`src/rtl/rv32i_types.sv`:
```
// Shared type definitions for the pmem arbiter: FSM states and the latched D-side operation.
package rv32i_types;

    typedef enum logic [1:0] {
        IDLE,
        SERVE_I,
        SERVE_D,
        RELEASE
    } arb_state_t;

    typedef enum logic {
        ARB_RD,
        ARB_WR
    } arb_op_t;

endpackage

```
`src/rtl/arb_starve_counter.sv`:
```
// Saturating count of D grants issued while the I-cache was left waiting.
// Instantiated by cache_arbiter only when ARB_STARVE_GUARD_EN is defined.
module arb_starve_counter #(
    parameter int unsigned MAX = 4
) (
    input  logic clk,
    input  logic rst,
    input  logic inc_i,
    input  logic clr_i,
    output logic sat_o
);

    localparam int unsigned CW = $clog2(MAX + 1);

    logic [CW-1:0] cnt_q, cnt_d;

    always_comb begin
        cnt_d = cnt_q;
        if (clr_i) begin
            cnt_d = '0;
        end else if (inc_i && (cnt_q != CW'(MAX))) begin
            cnt_d = cnt_q + 1'b1;
        end
    end

    always_ff @(posedge clk) begin
        if (rst) begin
            cnt_q <= '0;
        end else begin
            cnt_q <= cnt_d;
        end
    end

    assign sat_o = (cnt_q == CW'(MAX));

endmodule

```
`src/rtl/cache_arbiter.sv`:
```
// Shares one pmem line port between the I-cache and D-cache miss paths, D first by default.
// Optional I-starvation guard: define ARB_STARVE_GUARD_EN.
module cache_arbiter
    import rv32i_types::*;
#(
    parameter int unsigned ADDR_W     = 32,
    parameter int unsigned LINE_W     = 256,
    parameter int unsigned STARVE_MAX = 4
) (
    input  logic              clk,
    input  logic              rst,
    input  logic              i_pmem_read,
    input  logic [ADDR_W-1:0] i_pmem_address,
    output logic [LINE_W-1:0] i_pmem_rdata,
    output logic              i_pmem_resp,
    input  logic              d_pmem_read,
    input  logic              d_pmem_write,
    input  logic [ADDR_W-1:0] d_pmem_address,
    input  logic [LINE_W-1:0] d_pmem_wdata,
    output logic [LINE_W-1:0] d_pmem_rdata,
    output logic              d_pmem_resp,
    output logic              pmem_read,
    output logic              pmem_write,
    output logic [ADDR_W-1:0] pmem_address,
    output logic [LINE_W-1:0] pmem_wdata,
    input  logic [LINE_W-1:0] pmem_rdata,
    input  logic              pmem_resp,
    output logic              arb_grant_d
);

    arb_state_t        state_q, state_d;
    arb_op_t           op_q, op_d;
    logic [ADDR_W-1:0] addr_q, addr_d;
    logic [LINE_W-1:0] wdata_q, wdata_d;

    logic i_req, d_req, i_prio, grant_i, grant_d;

    assign i_req = i_pmem_read;
    assign d_req = d_pmem_read | d_pmem_write;

`ifdef ARB_STARVE_GUARD_EN
    logic starve_sat;

    arb_starve_counter #(.MAX(STARVE_MAX)) u_starve (
        .clk   (clk),
        .rst   (rst),
        .inc_i (grant_d & i_req),
        .clr_i (grant_i),
        .sat_o (starve_sat)
    );

    assign i_prio = starve_sat;
`else
    logic unused_starve_max;
    assign unused_starve_max = (STARVE_MAX != 0);
    assign i_prio            = 1'b0;
`endif

    assign grant_i = (state_q == IDLE) & i_req & (~d_req | i_prio);
    assign grant_d = (state_q == IDLE) & d_req & ~grant_i;

    // NOTE: sequential state uses <= so every register sees pre-edge values.
    always_ff @(posedge clk) begin
        if (rst) begin
            state_q <= IDLE;
            op_q    <= ARB_RD;
            addr_q  <= '0;
            wdata_q <= '0;
        end else begin
            state_q <= state_d;
            op_q    <= op_d;
            addr_q  <= addr_d;
            wdata_q <= wdata_d;
        end
    end

    // NOTE: defaults first so no path leaves a variable unassigned (no latches).
    always_comb begin
        state_d = state_q;
        op_d    = op_q;
        addr_d  = addr_q;
        wdata_d = wdata_q;
        case (state_q)
            IDLE: begin
                if (grant_i) begin
                    state_d = SERVE_I;
                end else if (grant_d) begin
                    state_d = SERVE_D;
                end
            end
            SERVE_I, SERVE_D: if (pmem_resp) state_d = RELEASE;
            RELEASE:          state_d = IDLE;
            default:          state_d = IDLE;
        endcase
        if (grant_i || grant_d) begin
            addr_d  = grant_i ? i_pmem_address : d_pmem_address;
            wdata_d = d_pmem_wdata;
            op_d    = (grant_d && d_pmem_write) ? ARB_WR : ARB_RD;
        end
    end

    always_comb begin
        pmem_read   = 1'b0;
        pmem_write  = 1'b0;
        arb_grant_d = 1'b0;
        i_pmem_resp = 1'b0;
        d_pmem_resp = 1'b0;
        case (state_q)
            SERVE_I: begin
                pmem_read   = 1'b1;
                i_pmem_resp = pmem_resp;
            end
            SERVE_D: begin
                arb_grant_d = 1'b1;
                pmem_read   = (op_q == ARB_RD);
                pmem_write  = (op_q == ARB_WR);
                d_pmem_resp = pmem_resp;
            end
            default: ;
        endcase
    end

    assign pmem_address = addr_q;
    assign pmem_wdata   = wdata_q;
    assign i_pmem_rdata = pmem_rdata;
    assign d_pmem_rdata = pmem_rdata;

    // A simultaneous D read+write is resolved as a write, but it is a D-cache bug.
    a_d_rw_exclusive: assert property (@(posedge clk) disable iff (rst)
        (state_q == IDLE) |-> !(d_pmem_read && d_pmem_write));

endmodule

```
`config.mk`:
```
export PLATFORM = sky130hd
export DESIGN_NAME = cache_arbiter
export DESIGN_NICKNAME = d
export VERILOG_FILES = /design/src/rtl/rv32i_types.sv /design/src/rtl/arb_starve_counter.sv /design/src/rtl/cache_arbiter.sv
export SDC_FILE = /design/constraint.sdc
export NUM_CORES = 1
export LEC_CHECK = 0
export CORE_AREA = 2 2 535 537
export DETAILED_ROUTE_END_ITERATION = 8
export DIE_AREA = 0 0 537 539
export GPL_TIMING_DRIVEN = 0
export SYNTH_ARGS = -nofsm -noshare
export SYNTH_HDL_FRONTEND = slang
export SYNTH_SLANG_ARGS = --single-unit
export TNS_END_PERCENT = 1
```
`constraint.sdc`:
```
create_clock -name clk -period 2.1 [get_ports clk]
set_input_delay 0.21 -clock clk [delete_from_list [all_inputs] [get_ports clk]]
set_output_delay 0.21 -clock clk [all_outputs]
set_load 0.01 [all_outputs]
```
After elaboration in Yosys (flattened, before gate mapping)
Index checks and enable logic that the tools add are counted.
Widths: inputs -> output; s select.

word-level totals
  bits of input ports = 582
  word-level logic and storage cells = 33
  register bits after elaboration = 291
  output and inout port bits = 805

operators by class
  bitwise operators = 8
  equality and inequality tests = 5
  reductions and logical operators = 5
  multiplexer cells = 11

operators with widths
  operator            count
  $mux 32             1
  $mux 2              3
  $pmux 2 s3          1
  $mux 1              5
  $and 1x1->1         4
  $eq 2x2->1 const B  2
  $ne 3x3->1 const B  1
  $not 1->1           3
  $eq 2x1->1 const B  1
  $logic_not 2->1     1
  $ne 2x2->1 const B  1
  $pmux 1 s2          1
  $reduce_and 2->1    1
  $reduce_or 2->1     1
  $logic_and 1x1->1   1
  $logic_or 1x1->1    1
  $or 1x1->1          1

Logic depth before layout (Yosys ltp)
Gate-level depths: netlist (run 1).

  word-level depth = 8
  gate-level depth with buffers = 8
  depth with buffers taken out = 5

Worst setup path before layout (run 1)
OpenSTA, ideal clock, no wires.

  kind = register -> register
  start point = register state_q[0]
  end point = register state_q[1]
  path buffers = 1
  clock period less this slack = 1.501 ns
  stages on the path, launching flop included = 7
  arrival = 1.378 ns
  path slack = 0.599 ns
  cell sequence = dfxtp_1 -> inv_1 -> ha_1 -> and4bb_4 -> buf_6 -> nor3_1 -> mux2_1

on the way
  cells in the longest elaborated chain, start to end = 7

ends and longest elaborated chain
  item                               RTL line                                                       RTL
  from (decl)                        cache_arbiter.sv:31                                            arb_state_t state_q, state_d;
  from (signal assigned)             cache_arbiter.sv:70                                            state_q <= state_d;
  $logic_not 2->1                    cache_arbiter.sv:59, cache_arbiter.sv:60, cache_arbiter.sv:83
  $and 1x1->1 (2 in a row)           cache_arbiter.sv:59                                            assign grant_i = (state_q == IDLE) & i_req & (~d_req | i_prio);
  $not 1->1                          cache_arbiter.sv:60                                            assign grant_d = (state_q == IDLE) & d_req & ~grant_i;
  $and 1x1->1                        cache_arbiter.sv:60
  $ne 3x3->1 (no source line)        n/a
  $reduce_and 2->1 (no source line)  n/a

Parallel ways exist; a longest one is shown, timed or not.
A chain may end at the register's enable or synchronous reset.

Worst setup path after layout (run 1)
  start point = register addr_q[23], in the netlist pmem_address[23]
  end point = output pmem_address[23]

RTL lines
  item                    RTL line             RTL
  from (decl)             cache_arbiter.sv:33  logic [ADDR_W-1:0] addr_q, addr_d;
  from (signal assigned)  cache_arbiter.sv:72  addr_q <= addr_d;
  to (decl)               cache_arbiter.sv:24  output logic [ADDR_W-1:0] pmem_address,

No word-level cell between the ends.

==> run summary, run 1 <==
The run finished with clean final reports. For this run, the slowest stage of the critical path takes 0.86 ns. In this run the mean area of a mapped cell was 8.12 um^2. The tools report the number of nets at the end of the flow as 3643. At the placement stage, the worst setup path has a slack of -1.02 ns. Number of cells produced by synthesis: 1887. After layout, the worst setup slack is 0.0302 ns. The area fraction of the dominant cell type after synthesis was 38.0%. Startpoint of the worst hold path: d_pmem_wdata[37]. The worst hold path passes through 3 cells. The tools report the kind of launch point of the worst setup path as a flop. The family with the most delay on the worst path is buffers and inverters. Number of buffer and inverter stages on the critical path: 1. The critical-path cell with the highest stage delay is sky130_fd_sc_hd__clkdlybuf4s50_1.

Clock-pin slew was measured on the worst setup and hold paths at 0.06 ns. The global routing usage summed across all routing layers is 13.4%, and the leakage power figure is 11.8 nW. Clock latency on the worst-skew pair, taken at its later pin, is 0.65 ns.

Port buffering added 1130 buffers. The clock net in this run drives a total of 291 sinks. By area the synthesized netlist is led by sky130_fd_sc_hd__dfxtp_1, sky130_fd_sc_hd__buf_4, sky130_fd_sc_hd__nand3_1. In this run, CTS created clock tree buffers numbering 38. Net switching is 43.2% of the power. The count of cells along the worst register-to-register path is 7, and the violation count after the first detailed-route iteration is 1586. For the pin with the worst max-slew slack, the measured transition is 0.915 ns. The mapped cell area came out at 15300 um^2.

The final routed wire length divided by cell count is 29.6 um. Worst flop-to-flop path endpoint: pmem_wdata[68]. In this run the vertical extent of the chip is 539 um.

In this run the standard cell core region covers 284000 um^2. For the final-report hold violation count, the log shows 0. Global routing finished with a remaining overflow of 0.

The tools report the headroom to the max-slew limit as 39.0%. Number of enable flip-flop cells after synthesis: 0. In this run, synthesis produced a sequential element count of 291. The clock root buffer master is sky130_fd_sc_hd__clkbuf_16. The floorplan row count is 196.

The routed layout has 19200 vias. The clock tree synthesis step divided the H-tree into 2 levels. For the count of different cell masters after synthesis, the log shows 29.

Per report_power, the combinational group accounts for 49.6% of the total. The clock period minus final worst setup slack was 2.07 ns; the number of design rule violations left after detail routing was 0. The critical path depth came out at 1. The tightest min-delay check is of the in -> reg type. The start-to-end type of the worst setup path is reg -> out. The number of global-route vias before repair came out at 17700.

The final max-slew violation count was 0; the share of the clock period used by the worst path was 98.6%. Initial antenna violation count: 104. The tools report the required time reported for the critical path endpoint as 1.89 ns. The post-layout instance count excluding filler cells is 6876. For the die footprint, the log shows 289000 um^2. The cell accounting for the most synthesized area is sky130_fd_sc_hd__dfxtp_1. Static timing analysis puts the maximum clock frequency at 483 MHz. The vias per cell came out at 2.80. The path with the worst hold slack has its endpoint at pmem_wdata[37]. Setup violations remaining at the end of the flow were counted as 0.

Max-cap violations in this run came to 0. For this design the top-level I/O count stands at 1387. Per report_power, the clock group accounts for 24.2% of the total.

In this run the power density over the cells is 877 nW/um^2. Between clock sinks in the finished design, the worst skew comes to 0.0413 ns. In the final layout, the share of cells above drive strength 1 is 22.5%. The wire length of the first global-routing pass is 238000 um, and the post-synthesis to final-layout area growth is 114%.

Measured along the x axis, the die boundary spans 537 um. The critical path goes through clkdlybuf4s50_1. The endpoint arrival time on the critical path was 1.86 ns; the slack of the worst reg-to-reg path was 0.10 ns. Of all nets on the critical path, the largest fanout is 2.

The logs give 0.123 ns for the hold slack and 31300 um^2 for the placed standard-cell area. Counting tap cells, the placed design contains a total of 6779 instances. For the detailed-routing iteration count for the pre-antenna-repair pass, the log shows 6. For the effective utilization at floorplan, the log shows 5.39%. The pin count of the biggest net entering global routing was 13. Among all cell types in the netlist, the one instantiated most often is sky130_fd_sc_hd__buf_4.

The maximum ir drop on the vdd rail was 480 uV; the number of routed nets with antenna violations was 0. Routability-driven placement finished with a final weighted congestion of 0.972. Sequential elements use 38.0% of the synthesized area.

The final layout contains routed wiring with a total length of 203000 um. Sorting the synthesized cells by how often they occur yields sky130_fd_sc_hd__buf_4, sky130_fd_sc_hd__dfxtp_1, sky130_fd_sc_hd__nand3_1, sky130_fd_sc_hd__a21oi_1, sky130_fd_sc_hd__o21ai_0. Detailed placement finished with a half-perimeter wire length of 186000 um. The total non-filler cell area in the finished layout came out at 32800 um^2. The worst setup path is captured at an output port. The tools report the switching power of the nets as 12.4 mW. After filler insertion, the fill cell instance count of the layout stands at 32900. The internal power of the cells totals 16.3 mW. The fraction of synthesis flops using an asynchronous set or reset pin came out at 0%. The tools report the launch instance of the worst register-to-register path as state_q[0]. Among all flip-flop cells after synthesis, the most frequent one is sky130_fd_sc_hd__dfxtp_1. Per report_power, the sequential group accounts for 26.2% of the total. No sink is reached through more buffers than the 3 on the longest clock path.

During synthesis, Yosys emitted a total of 0 warnings. TritonCTS built the clock tree. The number of nets handed over by synthesis was 2473.
[tightest hold or removal path, stage by stage]
cell	delay, ns
sky130_fd_sc_hd__clkdlybuf4s50_1	0.39
sky130_fd_sc_hd__o21ai_0	0.07
sky130_fd_sc_hd__a21oi_1	0.06
[cell usage in the layout (no fill, tap or decap), types with 3 or more instances in the layout]
master / n
sky130_fd_sc_hd__a311oi_1: 32
sky130_fd_sc_hd__o21ai_0: 172
sky130_fd_sc_hd__clkbuf_8: 5
sky130_fd_sc_hd__clkdlybuf4s15_2: 4
sky130_fd_sc_hd__a21oi_1: 257
sky130_fd_sc_hd__nand3_1: 258
sky130_fd_sc_hd__clkdlybuf4s50_1: 1058
sky130_fd_sc_hd__clkbuf_1: 56
sky130_fd_sc_hd__buf_4: 523
sky130_fd_sc_hd__clkinvlp_4: 3
sky130_fd_sc_hd__bufinv_16: 3
sky130_fd_sc_hd__and2_1: 3
sky130_fd_sc_hd__nor2_1: 34
sky130_fd_sc_hd__buf_2: 55
sky130_fd_sc_hd__dlygate4sd2_1: 56
sky130_fd_sc_hd__clkbuf_16: 38
sky130_fd_sc_hd__clkbuf_4: 5
sky130_fd_sc_hd__clkbuf_2: 5
sky130_fd_sc_hd__nand2_1: 65
sky130_fd_sc_hd__dfxtp_1: 291
sky130_fd_sc_hd__diode_2: 28
sky130_fd_sc_hd__clkinv_2: 7
sky130_fd_sc_hd__dlymetal6s2s_1: 9
sky130_fd_sc_hd__buf_12: 6
sky130_fd_sc_hd__ha_2: 3
sky130_fd_sc_hd__buf_6: 30
sky130_fd_sc_hd__o21ai_1: 84
[worst max path at each step]
stage / startpoint / to / slack (ns)
after floorplan: state_q[0] / state_q[1] / 0.60
after global placement: rst / pmem_wdata[165] / -1.19
after detailed placement: d_pmem_read / pmem_wdata[160] / -1.02
after CTS: state_q[0] / pmem_write / -0.14
after global routing: pmem_address[18] / pmem_address[18] / -0.001
final: pmem_address[23] / pmem_address[23] / 0.03
[metal layers]
layer | track usage (%) | wire length, um | vias to the layer above
li1 | - | - | 8328
met1 | 14.5 | 74300 | 9061
met2 | 21.2 | 89800 | 1525
met3 | 8.71 | 32700 | 275
met4 | 3.60 | 6260 | 52
met5 | 0 | 333 | -
[state kept, by name, indices dropped and copies added (netlist names)]
name          flops
pmem_wdata      256
pmem_address     32
state_q           2
op_q              1
[kinds of logic (layout without fill, tap and decap cells)]
group                    count (synthesis)  after routing  synth area share [%]
other                                    0             28                     0
AO/OA/AOI/OAI                          551            551                  18.9
multiplexers                             1              1                0.0735
adder cells (fa/ha/maj)                  4              4                 0.327
buffers and inverters                  675           1874                  31.4
AND/OR/NAND/NOR                        365            365                  11.3
flip-flops                             291            291                  38.0
[metrics by stage]
step                      power, mW  utilization [%]  setup TNS [ns]
after detailed placement       22.0             11.0         -191.92
final                          28.7             11.5               0
after CTS                      29.2             11.5          -0.142
after floorplan                13.0                -               0
after global routing           30.3             11.5        -0.00232
after global placement         22.1             11.0         -207.37
[power by group through the flow]
stage / clock network [mW] / logic [mW] / registers, mW
2_1_floorplan: 0 / 5.04 / 7.95
3_3_place_gp: 0 / 14.5 / 7.59
4_1_cts: 7.20 / 14.5 / 7.52
5_1_grt: 7.38 / 15.3 / 7.65
3_5_place_dp: 0 / 14.4 / 7.61
6_report: 6.96 / 14.2 / 7.52
[what timing repair did]
action,in CTS,in global routing
buffers inserted,0,0
gates resized for setup,115,19
hold buffers,0,0
endpoints found under the setup margin,354,99
pin swaps,0,0
[final cells by class]
type                    instances  area (um^2)  share of cell area (%)
multi-input cells             921         4700                    14.4
clock inverters                17          215                   0.657
clock buffers                  52         1050                    3.22
plain buffers                 672         4900                    15.0
repair buffers               1130        11300                    34.4
well taps                    3762         4710                    14.4
diodes                         28         70.1                   0.214
inverters                       3         11.3                  0.0344
flip-flops and latches        291         5830                    17.8
(Power assumes the default switching activity.)
==> run 2, diff against run 1 <==
--- a/config.mk
+++ b/config.mk
@@ -5,9 +5,9 @@
 export SDC_FILE = /design/constraint.sdc
 export NUM_CORES = 1
 export LEC_CHECK = 0
-export CORE_AREA = 2 2 535 537
+export CORE_AREA = 2 2 545 547
 export DETAILED_ROUTE_END_ITERATION = 8
-export DIE_AREA = 0 0 537 539
+export DIE_AREA = 0 0 547 549
 export GPL_TIMING_DRIVEN = 0
 export SYNTH_ARGS = -nofsm -noshare
 export SYNTH_HDL_FRONTEND = slang
==> constraint.sdc (replaced) <==
create_clock -name clk -period 1.7 [get_ports clk]
set_input_delay 0.17 -clock clk [delete_from_list [all_inputs] [get_ports clk]]
set_output_delay 0.17 -clock clk [all_outputs]
set_load 0.01 [all_outputs]
==> run summary, run 2 (same netlist as run 1, synthesis figures left out) <==
The flow ran to the end, but the final reports show violations. The final reports fail on negative setup slack. The initialized floorplan defines 200 standard-cell rows.

Clock latency on the worst-skew pair, taken at its later pin, is 0.66 ns. For the total area of sequential cells, the log shows 5840 um^2. Once placement completed, the tool counted placed cells totaling 6957. Across the VDD grid, the largest voltage drop is 812 uV. The run gives 0 as the final max-slew violation count. The share of the clock period used by the worst path was 111%. The share of layout cells above drive strength 1 came out at 27.7%. Entering global routing, the biggest net connects 15 pins. The run gives 0 as the number of routed nets with antenna violations. The clock period minus final worst setup slack is 1.88 ns, and the power density relative to cell area is 1080 nW/um^2. The worst register-to-register path has a setup slack of -0.18 ns. Per report_power, the combinational group accounts for 49.9% of the total. Once placement finished, the instance area stood at 31600 um^2. Net switching is 43.2% of the power.

The final worst-path setup slack was -0.183 ns; the clock net sink count was 291. The multi-input combinational cells in the finished layout cover a total of 4820 um^2. For this block, the routed nets add up to 211000 um of wire. The region available for standard cell placement spans 295000 um^2. Prior to clock tree synthesis, the placed netlist has a worst setup slack of -1.20 ns.

The detailed-routing iteration count for the pre-antenna-repair pass was 6. Leaving out filler cells and counting taps, the final layout contains 7084. Measured along the y axis, the die boundary spans 549 um. Once detailed placement completed, the half-perimeter wirelength came to 192000 um. The logs give 234 for the number of endpoints failing setup at the final stage and 17800 for the number of global-route vias before repair.

The tool flagged a number of max-cap violations equal to 0. TritonCTS built the clock tree. The analysis attributes to cell leakage a power of 12.6 nW. For this run, design rule violations remaining after detail routing come to 0. For the pin with the worst max-slew slack, the measured transition is 0.775 ns. The number of buffers inserted by port buffering was 1130; the initial antenna violation count was 127. Measured against its own limit, the worst slew margin works out to 48.1%.

After the first detailed-routing iteration, the DRC count stood at 1994. The first global-routing pass estimated 247000 um of wire. Of all nets on the critical path, the largest fanout is 10.

At the end of routability-driven placement, the weighted congestion stood at 1.02. The floorplan step defined a die boundary enclosing 300000 um^2. The internal power came out at 20.6 mW. The run gives 0 as the count of hold buffers inserted by post-cts repair.

STA classifies the critical path startpoint as a flop. CTS placed an instance of sky130_fd_sc_hd__clkbuf_16 at the clock tree root. The post-route total power is 36.3 mW, and the switching power of the nets is 15.7 mW. At the worst endpoint, the arrival time is 2.35 ns. The final routed wire length divided by cell count came out at 29.8 um. Setup repair after global routing could not meet its margin everywhere. Leaving out fill and tap cells, the most frequent cells in the layout are sky130_fd_sc_hd__clkdlybuf4s50_1, sky130_fd_sc_hd__buf_4, sky130_fd_sc_hd__dfxtp_1, sky130_fd_sc_hd__nand3_1, sky130_fd_sc_hd__a21oi_1. For this run, the total global-route usage over all layers was measured as 13.3%. Leaving out fill and tap cells, the most frequent cell in the layout is sky130_fd_sc_hd__clkdlybuf4s50_1. The post-synthesis to final-layout area growth is 119%, and the top-level I/O count is 1387. The tools report the clock tree buffer depth as 3. Buffers inserted during clock tree synthesis total 36.

The run gives 25.9% as the relative contribution of sequential cells to total power. The number of nets at the end of the flow is 3649, and the final setup skew is 0.0401 ns. The clock network is responsible for 24.2% of the overall power. The remaining global-route overflow is 0, and the die outline width is 547 um.

The worst setup path is captured at a flop. The flip-flop count of the largest register, all copies and words added is 256, and the effective utilization at floorplan is 5.19%. Maximum clock frequency: 531 MHz.

The vias per cell came out at 2.78. For the count of filler cells inserted in the layout, the log shows 34200. The start-to-end type of the worst setup path is reg -> reg. Data on the critical path is required at its endpoint by 2.17 ns. The CTS H-tree depth is 2. The routed layout has 19700 vias. After clock tree synthesis, the clock-pin slew on the worst setup and hold paths is 0.06 ns. The total non-filler cell area in the finished layout is 33500 um^2.

Type of the tightest min-delay check: in -> reg. The final-report hold violation count is 0.
[run 2: cell count changes in the layout (fill, tap and decap cells not counted), moves of 11 or more]
cell,change
sky130_fd_sc_hd__clkdlybuf4s15_1,+12
sky130_fd_sc_hd__clkdlybuf4s15_2,+66
sky130_fd_sc_hd__o21ai_1,+50
sky130_fd_sc_hd__dfxtp_1,-11
sky130_fd_sc_hd__clkdlybuf4s50_1,-221
sky130_fd_sc_hd__diode_2,+26
sky130_fd_sc_hd__dlygate4sd2_1,+122
sky130_fd_sc_hd__clkbuf_2,+22
sky130_fd_sc_hd__buf_4,+27
sky130_fd_sc_hd__buf_2,-30
sky130_fd_sc_hd__clkbuf_1,-25
sky130_fd_sc_hd__o21ai_0,-58
sky130_fd_sc_hd__buf_8,+20
[run 2: layer usage]
metal	wire length, um	track usage (%)
met2	90500	20.1
met4	6340	3.90
met1	73500	14.1
met5	710	0.491
met3	40500	10.7
[run 2: final timing paths]
check / cells past startpoint / from / to
setup / recovery: 7 / state_q[1] / pmem_wdata[194]
hold / removal: 3 / d_pmem_wdata[104] / pmem_wdata[104]
setup reg to reg: 7 / state_q[1] / pmem_wdata[194]
hold reg to reg: 2 / pmem_wdata[40] / pmem_wdata[40]
[run 2: cell type report]
cell class,count,share of cell area (%)
clock buffers,43,2.95
repair buffers,1138,33.3
well taps,3939,14.7
multi-input cells,921,14.4
flip-flops and latches,291,17.4
clock inverters,23,0.903
inverters,3,0.0559
plain buffers,672,15.9
diodes,54,0.403
[run 2: worst max-delay path: stages (launching register included)]
cell,delay [ns]
sky130_fd_sc_hd__dfxtp_4,0.38
sky130_fd_sc_hd__inv_6,0.05
sky130_fd_sc_hd__ha_4,0.18
sky130_fd_sc_hd__and4bb_4,0.26
sky130_fd_sc_hd__buf_16,0.19
sky130_fd_sc_hd__buf_8,0.21
sky130_fd_sc_hd__o21ai_0,0.25
sky130_fd_sc_hd__a21oi_1,0.11
[run 2: metrics by stage]
step,hold slack [ns],TNS (ns),utilization (%)
finish,0.0849,-13.97,11.4
global route,0.0803,-33.75,11.3
CTS,0.0157,-16.74,11.3
detailed placement,0.455,-271.80,10.7
global placement,0.450,-333.33,10.7
floorplan,0.322,0,-
[run 2: repair_timing]
action | 4_1_cts | 5_1_grt
setup buffers | 3 | 3
setup endpoints to repair | 583 | 314
pin swaps | 24 | 38
cloned | 0 | 1
resized for setup | 747 | 92
[run 2: power by group through the flow]
| stage | registers (mW) | clock network, mW | logic [mW] |
|---|---|---|---|
| after global placement | 9.48 | 0 | 17.6 |
| after CTS | 9.40 | 9.04 | 18.0 |
| after floorplan | 9.82 | 0 | 6.23 |
| after global routing | 9.54 | 9.20 | 19.4 |
| final | 9.39 | 8.78 | 18.1 |
| after detailed placement | 9.50 | 0 | 17.6 |
